==> src/rtl/phased_instruction_sequencer.sv <==
`default_nettype none
// ============================================================================
// Module   : phased_instruction_sequencer
// Brief    : Fetch/decode/execute sequencer with phase-gated opcode strobes.
// Revision : 1.0 - initial release
// ============================================================================
module phased_instruction_sequencer #(
    parameter int DATA_W      = 8,
    parameter int OPCODE_W    = 4,
    parameter int PC_W        = 8,
    parameter int STROBE_MODE = 0
) (
    input  logic                     clk,
    input  logic                     reset,
    input  logic                     run,
    output logic                     imem_req,
    output logic [PC_W-1:0]          imem_addr,
    input  logic                     imem_valid,
    input  logic [DATA_W-1:0]        imem_data,
    input  logic                     exec_wait,
    input  logic                     flag_z,
    input  logic                     flag_c,
    output logic [2:0]               phase,
    output logic [2**OPCODE_W-1:0]   op_strobe,
    output logic                     illegal,
    output logic [DATA_W-OPCODE_W-1:0] operand,
    output logic [PC_W-1:0]          pc
);

    localparam int c_OPND_W = DATA_W - OPCODE_W;
    localparam int c_NSTB   = 2**OPCODE_W;

    localparam logic [OPCODE_W-1:0] c_OP_OUT    = OPCODE_W'(5);
    localparam logic [OPCODE_W-1:0] c_OP_JUMP   = OPCODE_W'(8);
    localparam logic [OPCODE_W-1:0] c_OP_JUMPZ  = OPCODE_W'(9);
    localparam logic [OPCODE_W-1:0] c_OP_JUMPNZ = OPCODE_W'(10);
    localparam logic [OPCODE_W-1:0] c_OP_JUMPC  = OPCODE_W'(11);
    localparam logic [OPCODE_W-1:0] c_OP_JUMPNC = OPCODE_W'(12);

    typedef enum logic [1:0] {
        ST_FETCH   = 2'd0,
        ST_DECODE  = 2'd1,
        ST_EXECUTE = 2'd2
    } state_t;

    state_t              r_state;
    logic [PC_W-1:0]     r_pc;
    logic [DATA_W-1:0]   r_ir;

    logic [OPCODE_W-1:0] w_opcode;
    logic [c_OPND_W-1:0] w_operand;
    logic                w_legal;
    logic                w_strobe_en;
    logic                w_taken;
    logic [PC_W-1:0]     w_target;
    logic [PC_W-1:0]     w_pc_next;
    logic [c_NSTB-1:0]   w_onehot;

    assign w_opcode  = r_ir[DATA_W-1 -: OPCODE_W];
    assign w_operand = r_ir[c_OPND_W-1:0];
    assign w_legal   = (w_opcode <= c_OP_OUT) ||
                       ((w_opcode >= c_OP_JUMP) && (w_opcode <= c_OP_JUMPNC));
    assign w_onehot  = {{(c_NSTB-1){1'b0}}, 1'b1} << w_opcode;

    generate
        if (STROBE_MODE == 1) begin : g_exec_only
            assign w_strobe_en = (r_state == ST_EXECUTE);
        end else begin : g_legacy
            assign w_strobe_en = (r_state == ST_DECODE) || (r_state == ST_EXECUTE);
        end
    endgenerate

    // Jump targets narrower than pc are zero-extended, wider ones truncated.
    generate
        if (c_OPND_W >= PC_W) begin : g_trunc
            assign w_target = w_operand[PC_W-1:0];
        end else begin : g_zext
            assign w_target = {{(PC_W-c_OPND_W){1'b0}}, w_operand};
        end
    endgenerate

    always_comb begin
        w_taken = 1'b0;
        case (w_opcode)
            c_OP_JUMP:   w_taken = 1'b1;
            c_OP_JUMPZ:  w_taken = flag_z;
            c_OP_JUMPNZ: w_taken = !flag_z;
            c_OP_JUMPC:  w_taken = flag_c;
            c_OP_JUMPNC: w_taken = !flag_c;
            default:     w_taken = 1'b0;
        endcase
    end

    assign w_pc_next = w_taken ? w_target : (r_pc + PC_W'(1));

    always_ff @(posedge clk or posedge reset) begin
        if (reset) begin
            r_state <= ST_FETCH;
            r_pc    <= '0;
            r_ir    <= '0;
        end else begin
            case (r_state)
                ST_FETCH: begin
                    if (run && imem_valid) begin
                        r_ir    <= imem_data;
                        r_state <= ST_DECODE;
                    end
                end
                ST_DECODE: r_state <= ST_EXECUTE;
                ST_EXECUTE: begin
                    // Flags are only sampled in the release cycle of a stall.
                    if (!exec_wait) begin
                        r_pc    <= w_pc_next;
                        r_state <= ST_FETCH;
                    end
                end
                default: r_state <= ST_FETCH;
            endcase
        end
    end

    assign imem_req  = (r_state == ST_FETCH) && run;
    assign imem_addr = r_pc;
    assign pc        = r_pc;
    assign operand   = w_operand;
    assign phase     = {r_state == ST_EXECUTE, r_state == ST_DECODE, r_state == ST_FETCH};
    assign op_strobe = (w_strobe_en && w_legal) ? w_onehot : '0;
    assign illegal   = w_strobe_en && !w_legal;

endmodule
`default_nettype wire

==> config.mk <==
export PLATFORM = sky130hd
export DESIGN_NAME = phased_instruction_sequencer
export DESIGN_NICKNAME = d
export VERILOG_FILES = /design/src/rtl/phased_instruction_sequencer.sv
export SDC_FILE = /design/constraint.sdc
export NUM_CORES = 1
export LEC_CHECK = 0
export CORE_MARGIN = 2
export CORE_UTILIZATION = 47
export CTS_BUF_LIST = sky130_fd_sc_hd__clkbuf_4 sky130_fd_sc_hd__clkbuf_8
export CTS_CLUSTER_DIAMETER = 50
export DETAILED_ROUTE_END_ITERATION = 10
export PLACE_DENSITY = 0.88
export SKIP_CTS_REPAIR_TIMING = 1
export SYNTH_ARGS = -nofsm -noshare
export SYNTH_HDL_FRONTEND = slang
export SYNTH_SLANG_ARGS = --single-unit
==> constraint.sdc <==
create_clock -name clk -period 3.36 [get_ports clk]
set_input_delay 0.672 -clock clk [delete_from_list [all_inputs] [get_ports clk]]
set_output_delay 0.672 -clock clk [all_outputs]
set_load 0.02 [all_outputs]
=== Yosys cells after proc, flatten, opt, wreduce, memory -nomap -nowiden ===
Cells that the tools add are included.

* Add/subtract/negate cells: 1
* Order comparisons: 3
* Equal/unequal tests: 9
* Shift operators: 1
* Multiplexer cells: 6
* Bitwise gates (word level): 1
* Reduce and logical (&&, ||, !) cells: 14

{| class="wikitable"
|+ Operators with widths
! operator !! number
|-
| == test 4 bit (second input constant) || 5
|-
| two-way mux 16 bit || 1
|-
| left shift 1 x 4 -> 16 bit (first input constant) || 1
|-
| adder 8 x 1 -> 8 bit (second input constant) || 1
|-
| two-way mux 8 bit || 1
|-
| case mux 2 bit (3 select lines) || 1
|-
| AND reduction 2 bit || 3
|-
| logical AND 1 bit || 5
|-
| case mux 1 bit (5 select lines) || 1
|-
| greater-or-equal comparator 4 bit (second input constant) || 1
|-
| less-or-equal comparator 4 x 3 -> 1 bit (second input constant) || 1
|-
| less-or-equal comparator 4 bit (second input constant) || 1
|-
| two-way mux 2 bit || 2
|-
| zero test 1 bit || 3
|-
| == test 2 x 1 -> 1 bit (second input constant) || 1
|-
| == test 2 bit (second input constant) || 1
|-
| zero test 2 bit || 1
|-
| logical OR 1 bit || 2
|-
| != test 2 x 1 -> 1 bit (second input constant) || 1
|-
| != test 2 bit (second input constant) || 1
|-
| NOT 1 bit || 1
|}

* Bits in registers: 18
* Bits of input ports: 15
* Output and inout bits: 41
* Word-level logic and storage cells: 38

=== Depth between registers and ports, before layout ===
Gate-level depths: netlist (run 1).

* Depth in word-level cells: 5
* Mapped depth: 7
* Mapped depth without buffers: 6

=== Least setup slack after synthesis (run 1) ===
OpenSTA, ideal clock, no wires.

* Path kind: register -> output
* Start: register r_state[0]
* End: output port op_strobe[0]
* Data arrival time: 1.695 ns
* Required time: 2.688 ns
* Slack: 0.993 ns
* Cell stages (with the launch flop): 5
* Buffers on the path: 0
* Path through: dfrtp_1 > inv_1 > ha_1 > or3b_2 > nor3_1

* Cells in the longest elaborated chain, start to end: 4
* Elaborated cells on any way between the ends: 5
* Those cells by class: eq/ne (2); mux (1); reduce/logical (2)

{| class="wikitable"
|+ RTL lines
! what !! line !! source
|-
| start: declaration || 46 || <nowiki>state_t r_state;</nowiki>
|-
| start signal: assignment || 98 || <nowiki>r_state <= ST_FETCH;</nowiki>
|-
| start signal: assignment || 106 || <nowiki>r_state <= ST_DECODE;</nowiki>
|-
| start signal: assignment || 109 || <nowiki>ST_DECODE: r_state <= ST_EXECUTE;</nowiki>
|-
| == test 2 x 1 -> 1 bit or == test 2 bit (tied branches) || 69 || <nowiki>assign w_strobe_en = (r_state == ST_DECODE) || (r_state == ST_EXECUTE);</nowiki>
|-
| logical OR 1 bit (*) || 69 ||
|-
| logical AND 1 bit (*) || 127 || <nowiki>assign op_strobe = (w_strobe_en && w_legal) ? w_onehot : '0;</nowiki>
|-
| two-way mux 16 bit (*) || 127 ||
|-
| end: declaration || 24 || <nowiki>output logic [2**OPCODE_W-1:0] op_strobe,</nowiki>
|}

Every way passes the cells marked *; elsewhere a longest branch is shown, timed or not.

=== Worst setup path in the final report (run 1) ===
* Start: register r_state[1]
* End: output port op_strobe[8]

Same word-level chain as after synthesis.

==> results of run 1 <==
==> cell families after synthesis <==
family          Yosys count
fa+ha+maj                 5
mux                      11
xor+xnor                  4
flops                    18
other cells               1
simple gates             47
buf+inv                  27
compound gates           16
==> report_power, final <==
| part | total (mW) | switching, mW | internal, mW |
|---|---|---|---|
| registers | 0.464 | 0.154 | 0.310 |
| logic | 0.978 | 0.495 | 0.483 |
| clock network | 0.137 | 0.0706 | 0.0661 |
| total | 1.58 | 0.720 | 0.859 |
==> final cells by class <==
cell class	instances	area share
well taps	30	0.02195
flip-flops and latches	18	0.2634
clock buffers	4	0.02121
multi-input cells	88	0.3855
inverters	5	0.01097
repair buffers	51	0.2970
==> flip-flops by register name, indices dropped and copies added (netlist names) <==
| name | flops |
|---|---|
| imem_addr | 8 |
| r_state | 2 |
| r_ir | 8 |
==> worst paths after layout <==
check                                            start                        to  slack, ns
worst max-delay path            r_state[1]$_DFFE_PP0P_              op_strobe[8]       0.24
worst min-delay path               r_ir[3]$_DFFE_PP0P_       r_ir[3]$_DFFE_PP0P_       0.56
worst max register to register  r_state[0]$_DFFE_PP0P_  imem_addr[5]$_DFFE_PP0P_       1.59
worst min register to register     r_ir[3]$_DFFE_PP0P_       r_ir[3]$_DFFE_PP0P_       0.56
max in group asynchronous                        reset       r_ir[0]$_DFFE_PP0P_       2.15
min in group asynchronous                        reset  imem_addr[0]$_DFFE_PP0P_       0.77
==> critical path: stages, from the launching register on <==
cell,delay (ns)
dfrtp_1,0.39
inv_1,0.09
ha_1,0.35
or3b_2,0.52
nor2_1,0.17
clkdlybuf4s50_1,0.63
==> synthesized netlist by cell type, types with 2 or more instances <==
cell,number,area (sq um)
a21oi_1,4,20.02
nand2b_1,2,12.51
ha_1,5,62.56
buf_6,2,22.52
nor2_1,9,33.78
a21oi_2,2,17.52
mux2_2,10,112.6
a211oi_1,2,15.01
buf_2,2,10.01
nand3_1,5,25.02
buf_4,17,127.6
and2_1,2,12.51
or3_1,2,12.51
nor3_1,4,20.02
nand3b_1,2,15.01
inv_1,5,18.77
xor2_1,2,17.52
xnor2_1,2,17.52
nor4_1,3,18.77
a311o_1,2,20.02
dfrtp_1,18,450.4
nand2_1,9,33.78
==> metrics by stage <==
stage / cell area (sq um) / setup WS, ns / hold WS (ns)
after floorplan: 1292 / 0.9928 / 0.4968
after global placement: 1674 / 0.6828 / 0.5142
after detailed placement: 1674 / 0.6075 / 0.5272
after CTS: 1710 / 0.2440 / 0.5582
after global routing: 1710 / 0.1405 / 0.5757
final: 1710 / 0.2432 / 0.5561
==> layer usage <==
layer / GRT usage / part of all wire / vias to the layer above
met5: 0 / 0 / -
met1: 0.2395 / 0.41 / 509
li1: - / - / 499
met2: 0.3361 / 0.51 / 38
met4: 0.07143 / 0.024 / 0
met3: 0.03953 / 0.048 / 8
==> results.md, run 1 <==
| Metric | Reported |
| --- | --- |
| Result of the run | finished, final reports clean |
| Via count of the first global-routing pass | 1047 |
| Maximum number of pins on one net before global-route repair | 19 |
| Syn_area_per_cell | 9.903 sq um |
| Maximum clock rate | 320.8 MHz |
| Area growth syn-to-layout | 33.89% |
| RSZ-0062 raised after global routing | false |
| Portion of netlist area occupied by mux cells | 0.09990 |
| Number of stages on the worst hold path | 1 |
| Wire length reported by the detailed router | 2919 microns |
| Initial Utilization | 0.5064 |
| Die Width | 56.14 microns |
| Largest family of logic cells by synthesized area | simple AND/OR/NAND/NOR gates |
| Xor-xnor portion of the synthesized cell area | 0.02742 |
| Final hold viol count | 0 |
| H-tree level count | 1 |
| Peak supply drop | 0.0006365 V |
| Main flop type after synthesis | dfrtp_1 |
| Simple-gate share of the synthesized area | 0.2262 |
| Total vias in the final route | 1054 |
| All-layer global routing usage | 0.1954 |
| DP Wirelength | 2286 microns |
| Setup_tns | 0 ns |
| Layout fillers | 202 |
| Share of post-route cells with drive strength above 1 | 0.1627 |
| Min cycle time layout | 3.117 ns |
| Gate count of the mapped netlist | 129 |
| Site Rows | 18 |
| Share of the synthesized area in compound gates (AO/OA/AOI/OAI) | 0.09892 |
| Arr. time, crit path | 2.44 ns |
| Part of the cycle the worst path needs | 0.9276 |
| Post-route insts no fill | 196 |
| Cell leakage power | 0.6949 nW |
| Die Y | 56.14 microns |
| Area of the multi-input gates | 659.4 sq um |
| Yosys warning count | 0 |
| Critical path data required time | 2.69 ns |
| Wire length of the first global-routing pass | 4892 microns |
| Number of max-cap violations | 0 |
| Gr ovfl total | 0 |
| Number of placed instances with taps included | 192 |
| Routed wire per std cell | 14.89 microns |
| Final-report max-slew violation count | 0 |
| Post-Synth Adder-Cell Area | 0.04897 |
| Part of the Yosys area used for sequential elements | 0.3526 |
| Post-layout net count | 187 |
| Overall power after layout | 1.579 mW |
| Ratio of routed vias to standard cells | 5.378 |
| Area enclosed by the die boundary | 3151 sq um |
| WS Path Type | flip-flop to output pin |
| Buffers on Ports | 50 |
| I/O pin count | 56 |
| Final clock skew | 0.006772 ns |
| Most common cell after layout, fill and taps aside | clkdlybuf4s50_1 |
| Final RePlAce weighted congestion | 0.7703 |
| First-pass iteration count of the detailed router | 4 |
| Slew at the pin closest to its max-slew limit | 0.6936 ns |
| Remaining antenna violation count | 0 |
| Violation count after the first detailed-route iteration | 25 |
| Antenna violations before repair | 0 |
| Largest buffer count on any clock path | 2 |
| Core outline area | 2522 sq um |
| Area occupied by registers | 450.4 sq um |
| Clock sink count | 18 |
| Yosys reg bits | 18 |
| Worst min-delay path category | flip-flop to flip-flop |
| Power per cell area | 923.0 nW/um^2 |
| Highest fanout seen on the critical path | 5 |
| Highest-count cells in the layout ignoring fill and taps | 50 x clkdlybuf4s50_1, 18 x dfrtp_1, 10 x mux2_2 |
| Number of flops mapped to enable cells by yosys | 0 |
| Startpoint type of the worst setup path | flip-flop |
| Critical Path End Type | output pin |
| Final setup violation count | 0 |
| Cell Area, Synth | 1277 sq um |
| CTS Buf Count | 3 |
| Clock-pin slew on the worst setup and hold paths | 0.11 ns |
| Cell variety after synth | 40 |
| Async set-reset flop share out of synthesis | 1.000 |
| Relative slew slack | 0.5371 |
| Share of the core filled with cells in the final layout | 0.6781 |
| Reg2reg path depth | 6 |
| Root buf cell | clkbuf_4 |
| Worst skew pair latency | 0.30 ns |
| Remaining design rule violation count | 0 |
| Clock tree from TritonCTS | yes |
| Number of inserted diodes | 0 |
(Power assumes the default switching activity.)
==> run 2, diff against run 1 <==
--- a/config.mk
+++ b/config.mk
@@ -15,3 +15,4 @@
 export SYNTH_ARGS = -nofsm -noshare
 export SYNTH_HDL_FRONTEND = slang
 export SYNTH_SLANG_ARGS = --single-unit
+export TNS_END_PERCENT = 20
==> results of run 2 <==
The final DEF is identical to that of run 1; final timing and power are the same.
==> run 3, diff against run 2 <==
--- a/config.mk
+++ b/config.mk
@@ -5,13 +5,13 @@
 export SDC_FILE = /design/constraint.sdc
 export NUM_CORES = 1
 export LEC_CHECK = 0
+export CAP_MARGIN = 0
 export CORE_MARGIN = 2
 export CORE_UTILIZATION = 47
 export CTS_BUF_LIST = sky130_fd_sc_hd__clkbuf_4 sky130_fd_sc_hd__clkbuf_8
 export CTS_CLUSTER_DIAMETER = 50
 export DETAILED_ROUTE_END_ITERATION = 10
 export PLACE_DENSITY = 0.88
-export SKIP_CTS_REPAIR_TIMING = 1
 export SYNTH_ARGS = -nofsm -noshare
 export SYNTH_HDL_FRONTEND = slang
 export SYNTH_SLANG_ARGS = --single-unit
==> constraint.sdc (replaced) <==
create_clock -name clk -period 3.36 [get_ports clk]
set_input_delay 0.336 -clock clk [delete_from_list [all_inputs] [get_ports clk]]
set_output_delay 0.336 -clock clk [all_outputs]
set_load 0.02 [all_outputs]
==> results.md, run 3 (same netlist as run 1, synthesis figures left out) <==
| Metric | Reported | vs previous |
| --- | --- | --- |
| Switching share of power | 0.4620 | +0.006118 |
| Layout fillers | 200 | -0.99% |
| Die Y | 56.14 microns | unchanged |
| Highest fanout seen on the critical path | 5 | unchanged |
| Clock tree from TritonCTS | yes |  |
| Startpoint of the worst setup timing path | r_state[0]$_DFFE_PP0P_ |  |
| RSZ-0062 raised after global routing | false |  |
| DP Wirelength | 2255 microns | -1.3% |
| I/O pin count | 56 | unchanged |
| Maximum number of pins on one net before global-route repair | 19 | unchanged |
| Final clock skew | 0.002962 ns | -0.003810 ns |
| Die Width | 56.14 microns | unchanged |
| Maximum clock rate | 360.8 MHz | +12% |
| Highest-count cells in the layout ignoring fill and taps | 50 x clkdlybuf4s50_1, 18 x dfrtp_1, 10 x mux2_2 |  |
| Routed wire per std cell | 14.62 microns | -1.8% |
| Area growth syn-to-layout | 32.22% |  |
| Peak supply drop | 0.0006619 V | +4.0% |
| Ratio of routed vias to standard cells | 5.340 | -0.69% |
| Gr busiest metal | met2 |  |
| Worst skew pair latency | 0.29 ns | about the same |
| Remaining antenna violation count | 0 | unchanged |
| Worst setup path endpoint | op_strobe[0] |  |
| Reg2Reg Launch Point | r_state[0]$_DFFE_PP0P_ |  |
| Startpoint type of the worst setup path | flip-flop |  |
| Largest buffer count on any clock path | 2 | unchanged |
| Remaining design rule violation count | 0 | unchanged |
| Wire length reported by the detailed router | 2836 microns | -2.8% |
| Min cycle time layout | 2.772 ns | -0.3451 ns |
| Root buf cell | clkbuf_4 |  |
| Area enclosed by the die boundary | 3151 sq um | unchanged |
| Worst min-delay path category | primary input to async pin |  |
| Arr. time, crit path | 2.44 ns | about the same |
| Clock sink count | 18 | unchanged |
| Final-report max-slew violation count | 0 | unchanged |
| Buffers on Ports | 50 | unchanged |
| WS Path Type | flip-flop to output pin |  |
| Register-to-register path setup slack | 1.22 ns | -0.37 ns |
| CTS Buf Count | 3 | unchanged |
| Result of the run | finished, final reports clean |  |
| Hold-fix buffers at CTS | 0 |  |
| Critical path data required time | 3.02 ns | +0.33 ns |
| Met3 layer usage reported by global route | 0.03721 | -0.002326 |
| Share of post-route cells with drive strength above 1 | 0.1524 | -0.01021 |
| Violation count after the first detailed-route iteration | 25 | unchanged |
| Overall power after layout | 1.550 mW | -1.8% |
| Area occupied by registers | 450.4 sq um | unchanged |
| Wire length of the first global-routing pass | 4857 microns | -0.72% |
| Part of the cycle the worst path needs | 0.8249 | -0.1027 |
| Met2 layer usage reported by global route | 0.3328 | -0.003361 |
| Total vias in the final route | 1036 | -1.7% |
| Clock-pin slew on the worst setup and hold paths | 0.10 ns | about the same |
| Worst r2r dst | imem_addr[2]$_DFFE_PP0P_ |  |
| Reg2reg path depth | 6 | unchanged |
| Relative slew slack | 0.4272 | -0.1099 |
| Share of power burned in registers | 0.297 | +0.003 |
| Routing usage on met1 | 0.2460 | +0.006482 |
| Cell leakage power | 0.6824 nW | -1.8% |
| H-tree level count | 1 | unchanged |
| Antenna violations before repair | 0 | unchanged |
| Share of total power in combinational logic | 0.632 | +0.013 |
| Final hold viol count | 0 | unchanged |
| Critical Path End Type | output pin |  |
| Gr ovfl total | 0 | unchanged |
| Final RePlAce weighted congestion | 0.7586 | -1.5% |
| Number of buffers inserted to repair setup after CTS | 0 |  |
| Final setup violation count | 0 | unchanged |
| Core outline area | 2522 sq um | unchanged |
| Net switching power of the design | 715.9 uW | -0.51% |
| Slew at the pin closest to its max-slew limit | 0.8575 ns | +0.1639 ns |
| Area of the multi-input gates | 659.4 sq um | unchanged |
| Post-layout net count | 186 | -0.53% |
| First-pass iteration count of the detailed router | 4 | unchanged |
| Power per cell area | 917.5 nW/um^2 | -0.60% |
| All-layer global routing usage | 0.1931 | -0.002231 |
| Via count of the first global-routing pass | 1026 | -2.0% |
| Internal cell power | 833.8 uW | -2.9% |
| Post-CTS sizing | 0 |  |
| Clock power frac | 0.071 | -0.016 |
| Number of max-cap violations | 0 | unchanged |
| Site Rows | 18 | unchanged |
| Most common cell after layout, fill and taps aside | clkdlybuf4s50_1 |  |
| Number of inserted diodes | 0 | unchanged |
| Setup_tns | 0 ns | unchanged |
| Initial Utilization | 0.5064 | unchanged |
## run 3: cell count changes in the layout (fill, tap and decap cells not counted)
cell,previous run,this run
buf_4,1,0
clkbuf_8,1,0
## run 3: power by group through the flow
| stage | clock network, mW | registers (mW) | logic [mW] |
|---|---|---|---|
| 6_report | 0.110 | 0.461 | 0.980 |
| 5_1_grt | 0.122 | 0.482 | 1.06 |
| 4_1_cts | 0.112 | 0.459 | 0.986 |
| 3_5_place_dp | 0 | 0.464 | 0.977 |
| 3_3_place_gp | 0 | 0.450 | 0.947 |
| 2_1_floorplan | 0 | 0.422 | 0.733 |
## run 3: worst min path at each step
stage / startpoint / endpoint / slack, ns / cells past startpoint
2_1_floorplan: reset / imem_addr[0]$_DFFE_PP0P_ / 0.27 / 1
3_3_place_gp: r_state[1]$_DFFE_PP0P_ / r_state[1]$_DFFE_PP0P_ / 0.51 / 1
3_5_place_dp: r_state[1]$_DFFE_PP0P_ / r_state[1]$_DFFE_PP0P_ / 0.53 / 1
4_1_cts: reset / r_ir[2]$_DFFE_PP0P_ / 0.46 / 2
5_1_grt: reset / r_ir[2]$_DFFE_PP0P_ / 0.51 / 2
6_report: reset / r_ir[2]$_DFFE_PP0P_ / 0.44 / 2
## run 3: cell type report
class | instances | area share
Inverter | 5 | 0.01111
Sequential cell | 18 | 0.2667
Clock buffer | 3 | 0.01333
Timing Repair Buffer | 50 | 0.2963
Tap cell | 30 | 0.02222
Multi-Input combinational cell | 88 | 0.3904
## run 3: critical path: stages, from the launching register on
cell and delay, ns:
dfrtp_1 0.40, inv_1 0.10, ha_1 0.36, or3b_2 0.50
nor3_1 0.15, clkdlybuf4s50_1 0.63
## run 3: through the flow
stage          instances  hold WS [ns]  instance area, sq um  setup WS, ns    util
4_1_cts              194        0.4556                  1689        0.5931  0.6696
2_1_floorplan        133        0.2746                  1292         1.329       -
3_3_place_gp         191        0.5138                  1667         1.016  0.6607
5_1_grt              194        0.5136                  1689        0.4750  0.6696
3_5_place_dp         191        0.5274                  1667        0.9352  0.6607
6_report             194        0.4370                  1689        0.5882  0.6696
## run 3: per-layer routing
metal	routed length, microns	vias up
met5	0	-
met4	48	0
met1	1211	493
li1	-	495
met2	1421	42
met3	154	6
